### config.mk
export PLATFORM = sky130hd
export DESIGN_NAME = rom_refill_arbiter
export DESIGN_NICKNAME = d
export VERILOG_FILES = /design/src/rtl/refill_pkg.sv /design/src/rtl/rr_arbiter2.sv /design/src/rtl/rom_refill_arbiter.sv
export SDC_FILE = /design/constraint.sdc
export NUM_CORES = 1
export LEC_CHECK = 0
export ABC_AREA = 1
export CELL_PAD_IN_SITES_DETAIL_PLACEMENT = 0
export CELL_PAD_IN_SITES_GLOBAL_PLACEMENT = 1
export CORE_MARGIN = 3
export CORE_UTILIZATION = 26
export CTS_BUF_LIST = sky130_fd_sc_hd__clkbuf_16
export CTS_CLUSTER_SIZE = 12
export DETAILED_ROUTE_END_ITERATION = 10
export PLACE_DENSITY_LB_ADDON = 0.05
export RECOVER_POWER = 25
export SYNTH_ARGS = -nofsm -noshare
export SYNTH_HDL_FRONTEND = slang
export SYNTH_HIERARCHICAL = 1
export SYNTH_SLANG_ARGS = --single-unit
export TNS_END_PERCENT = 10
### constraint.sdc
create_clock -name clk -period 1.1 [get_ports clk]
set_input_delay 0.165 -clock clk [delete_from_list [all_inputs] [get_ports clk]]
set_output_delay 0.165 -clock clk [all_outputs]
set_load 0.02 [all_outputs]
### src/rtl/refill_pkg.sv
// Shared constants and FSM state encoding for the ROM line-refill arbiter.
package refill_pkg;

  localparam int LINE_WORDS = 8;
  localparam int OFFSET_W   = 3;

  typedef enum logic [1:0] {
    ST_IDLE  = 2'd0,
    ST_BURST = 2'd1,
    ST_DRAIN = 2'd2,
    ST_DONE  = 2'd3
  } refill_state_e;

endpackage

### src/rtl/rr_arbiter2.sv
// Two-way round-robin pick: a lone request wins outright; on a tie the
// requester that did not own the previous burst wins.
module rr_arbiter2 (
  input  logic [1:0] req,
  input  logic       last_owner,
  output logic [1:0] pick,
  output logic       winner
);

  always_comb begin
    pick   = 2'b00;
    winner = 1'b0;
    case (req)
      2'b01: begin
        pick   = 2'b01;
        winner = 1'b0;
      end
      2'b10: begin
        pick   = 2'b10;
        winner = 1'b1;
      end
      2'b11: begin
        winner = ~last_owner;
        pick   = last_owner ? 2'b01 : 2'b10;
      end
      default: begin
        pick   = 2'b00;
        winner = 1'b0;
      end
    endcase
  end

endmodule

### src/rtl/rom_refill_arbiter.sv
// Arbitrates two cache-line refill requesters onto one ROM and streams an
// 8-word line back to the owner. Define REFILL_CRITICAL_WORD_FIRST_EN to start each burst at the missing word.
//
// state | meaning
// IDLE  | no burst; arbitrate and latch winner, line base and start offset
// BURST | issue 8 consecutive ROM addresses, one per cycle
// DRAIN | last ROM word lands in wr_data
// DONE  | done pulse to owner, release grant, remember owner for round-robin
module rom_refill_arbiter
  import refill_pkg::*;
#(
  parameter int DATA_W = 16,
  parameter int ADDR_W = 8
) (
  input  logic              clk,
  input  logic              sync_reset,
  input  logic [1:0]        req,
  input  logic [ADDR_W-1:0] req_addr0,
  input  logic [ADDR_W-1:0] req_addr1,
  output logic [ADDR_W-1:0] rom_address,
  input  logic [DATA_W-1:0] rom_q,
  output logic [1:0]        gnt,
  output logic              wr_en,
  output logic [2:0]        wr_offset,
  output logic [DATA_W-1:0] wr_data,
  output logic [1:0]        done,
  output logic              busy
);

`ifdef REFILL_CRITICAL_WORD_FIRST_EN
  localparam logic CWF_EN = 1'b1;
`else
  localparam logic CWF_EN = 1'b0;
`endif

  localparam logic [OFFSET_W-1:0] LAST_COUNT = OFFSET_W'(LINE_WORDS - 1);

  refill_state_e              state;
  logic                       owner;
  logic                       last_owner;
  logic [ADDR_W-OFFSET_W-1:0] line_base;
  logic [OFFSET_W-1:0]        issue_offset;
  logic [OFFSET_W-1:0]        words_left;

  logic [1:0]          pick;
  logic                winner;
  logic [ADDR_W-1:0]   win_addr;
  logic [OFFSET_W-1:0] start_offset;

  rr_arbiter2 u_arb (
    .req        (req),
    .last_owner (last_owner),
    .pick       (pick),
    .winner     (winner)
  );

  assign win_addr     = winner ? req_addr1 : req_addr0;
  assign start_offset = CWF_EN ? win_addr[OFFSET_W-1:0] : '0;

  // words_left is a down-counter; its terminal count marks the eighth address
  always_ff @(posedge clk) begin
    if (sync_reset) begin
      state        <= ST_IDLE;
      gnt          <= 2'b00;
      owner        <= 1'b0;
      last_owner   <= 1'b1;
      line_base    <= '0;
      issue_offset <= '0;
      words_left   <= '0;
      done         <= 2'b00;
      wr_en        <= 1'b0;
      wr_offset    <= '0;
      wr_data      <= '0;
    end else begin
      done      <= 2'b00;
      wr_en     <= (state == ST_BURST);
      wr_offset <= (state == ST_BURST) ? issue_offset : '0;
      wr_data   <= (state == ST_BURST) ? rom_q : '0;
      case (state)
        ST_IDLE: begin
          if (|req) begin
            gnt          <= pick;
            owner        <= winner;
            line_base    <= win_addr[ADDR_W-1:OFFSET_W];
            issue_offset <= start_offset;
            words_left   <= LAST_COUNT;
            state        <= ST_BURST;
          end
        end
        ST_BURST: begin
          issue_offset <= issue_offset + 1'b1;
          words_left   <= words_left - 1'b1;
          if (words_left == '0) state <= ST_DRAIN;
        end
        ST_DRAIN: begin
          done  <= gnt;
          state <= ST_DONE;
        end
        ST_DONE: begin
          gnt        <= 2'b00;
          last_owner <= owner;
          state      <= ST_IDLE;
        end
        default: state <= ST_IDLE;
      endcase
    end
  end

  assign rom_address = (state == ST_BURST) ? {line_base, issue_offset} : '0;
  assign busy        = (state != ST_IDLE);

endmodule

==> metrics.txt <==
run status complete, but fails checks; failing checks setup timing; worst-path cell chain inv_2, ha_4, buf_8, nand2_2, inv_2, buf_6; Reg clk slew, reported paths 0.06 ns; Psw 2220 µW; Fmax achieved 0.736 GHz; Worst EP arrival 1.19 ns; sequential share of the synthesized area 48.4%; final setup fails 42; PortBufs 62; RSZ-0062 raised after global routing true; Leak Pwr 0.00138 µW; Hold Path Stages 3; Starting Density 27.1%; Detailed Route WL 3.98 mm; Yosys top cell area share 48.4%; initial antenna violation count 0; critical path class register to primary output; Syn Inst Count 214; flop2flop setup slack -0.22 ns; asr flop ratio synth 0%; Post-CTS Hold Buffers 0; H-tree depth 2; number of global-route vias before repair 1525; CTS buffer count 5; HP Class input port to register; peak supply drop 1240 µV; switching share of power 36.0%; Vias/cell 4.09; EDFF count, synth 0; ranking of synthesized cells by area dfxtp_1 48%, inv_1 10%, nand2_1 9.5%; Post-Syn Area 0.00161 mm²; largest net degree at the start of global routing 17; Clock Tree Buf Depth 2; P_int 3940 µW; 1st-iter DRT viols 32; met1 usage in global routing 13.5%; vias 1567; Clk pwr share 22.4%; critical path required time 0.94 ns; GP Congestion 0.684; commonest cells in the netlist 44 x inv_1, 41 x nand2_1, 39 x dfxtp_1, 20 x nor2_1, 15 x a21oi_1; Util after Layout 46.2%; worst setup margin -0.259 ns; routing usage on met3 5.79%; placed cells 370; maxcap violations 0; grt total ovfl 0; ant diodes 0; clk_lat worst skew 0.28 ns; GR Layer Usage met2 19.4%; fin crit share 124%; Root Buffer clkbuf_16; Post-Route Setup TNS -7.16 ns; Critical Path Max Stage Delay 0.32 ns; share of cells above drive strength 1 30.2%; dpl hpwl 2.99 mm; hold path startpoint rom_q[7]; Layout Nets 350; sequential share of power 30.8%; CP Capture Type primary output; final hold vios 0; count leader, synth inv_1; CP max stage cell dfxtp_2; fin. max-slew vios 0; predominant post-synthesis flop cell dfxtp_1; aggregate global-route resource usage 11.8%; flops & latches, synth 39; clk_skew 0.00426 ns; first-pass GRT wire length 6.69 mm; Antenna Nets Post-Route 0; dominant cell type by area after synthesis dfxtp_1; Die ar. 0.00718 mm²; clock sinks 39; Die Wd 84.8 µm; most used cell, CP inv_2; Ys Warns 6; Finished Layout Cells 383; WL per Instance 10.4 µm; Yosys cell types 18; row count 28; worst slew pin tran 0.276 ns; Slew Limit Headroom 81.5%; 1st-pass router iterations 4; Logic pwr share 46.8%; DRC Markers 0; fin crit period 1.36 ns; RR Endpoint issue_offset[2]; reg2reg path depth 11; Syn Area/Cell 7.54 µm²; CTS tree yes; Synth-to-Final Area Change 70.5%; Startpoint Class register; Syn Nets 257; IO Pins 69; placeable core area 0.00596 mm²; hold endpoint wr_data[7]; Die Y-Extent 84.8 µm; reg-to-reg startpoint state[1]; critical path fanouts, max 6; grt peak-use layer met2; pwr/cell area 2240 mW/mm²
## area by class of cell
| type | instances | area (µm²) |
|---|---|---|
| clock buffers | 5 | 125 |
| clock inverters | 3 | 20.0 |
| repair buffers | 92 | 832 |
| fillers | 639 | 3210 |
| inverters | 46 | 180 |
| well taps | 75 | 93.8 |
| multi-input cells | 123 | 713 |
| flip-flops and latches | 39 | 786 |
## critical path, delay by kind of cell (launching register included)
family	cells	cell delay, ns
buffers and inverters	4	0.37
DFF	1	0.32
adders and majority gates	1	0.18
and+or+nand+nor	1	0.05
## logic make-up after synthesis
family          Yosys count  share of synthesized area, %
fa+ha+maj                 7                          5.43
simple gates             89                          24.4
buf+inv                  53                          13.5
compound gates           26                          8.30
flops                    39                          48.4
## per-stage QoR
stage	power (µW)	hold WS (ns)	setup WS (ns)	area, µm²
4_1_cts	6100	0.403	-0.271	2710
5_1_grt	6680	0.418	-0.322	2750
3_3_place_gp	4510	0.452	-0.367	2520
3_5_place_dp	4500	0.453	-0.403	2520
6_report	6170	0.407	-0.259	2750
2_1_floorplan	3470	0.277	-0.0318	1670
## worst max path at each step
stage | from | endpoint | slack [ns] | depth (start not counted)
2_1_floorplan | last_owner | line_base[0] | -0.03 | 5
3_3_place_gp | req[0] | line_base[3] | -0.37 | 6
3_5_place_dp | req[0] | line_base[3] | -0.40 | 6
4_1_cts | state[1] | rom_address[2] | -0.27 | 6
5_1_grt | state[1] | issue_offset[2] | -0.32 | 11
6_report | state[1] | rom_address[4] | -0.26 | 6
## metal layers
metal	wire length [µm]	part of all wire, %
met1	1680	42
met2	1880	47
met3	371	9.3
met4	45	1.1
met5	0	0
## registers in the layout, summed over array words and instances (netlist names)
name and flops:
line_base 5, wr_data 16, state 2, words_left 3, wr_offset 3, gnt 2, done 2, wr_en 1
issue_offset 3, owner 1, last_owner 1
## repair_timing
item,4_1_cts,5_1_grt
setup buffers,3,1
hold endpoints to repair,0,0
endpoints found under the setup margin,66,64
gates cloned,0,1
resized for setup,94,37
pin swaps,4,6
## layout by cell type, fill, tap and decap left out, drive strengths merged
cell and count:
dlygate4sd2 4, buf 39, dfxtp 39, inv 46
nand3 14, clkdlybuf4s50 29, nand2 41, and3 2
clkbuf 12, clkinvlp 2, clkinv 1, a21oi 15
nor2 31, clkdlybuf4s15 13, nand4 2, o21ai 11
ha 7
## power by group through the flow
stage	Combinational [µW]	Sequential, µW	Clock, µW
global route	3230	1940	1500
global placement	2610	1900	0
CTS	2780	1880	1440
detailed placement	2600	1900	0
finish	2890	1900	1380
floorplan	1420	2050	0
Note: power is estimated with default switching activity, not from simulation.
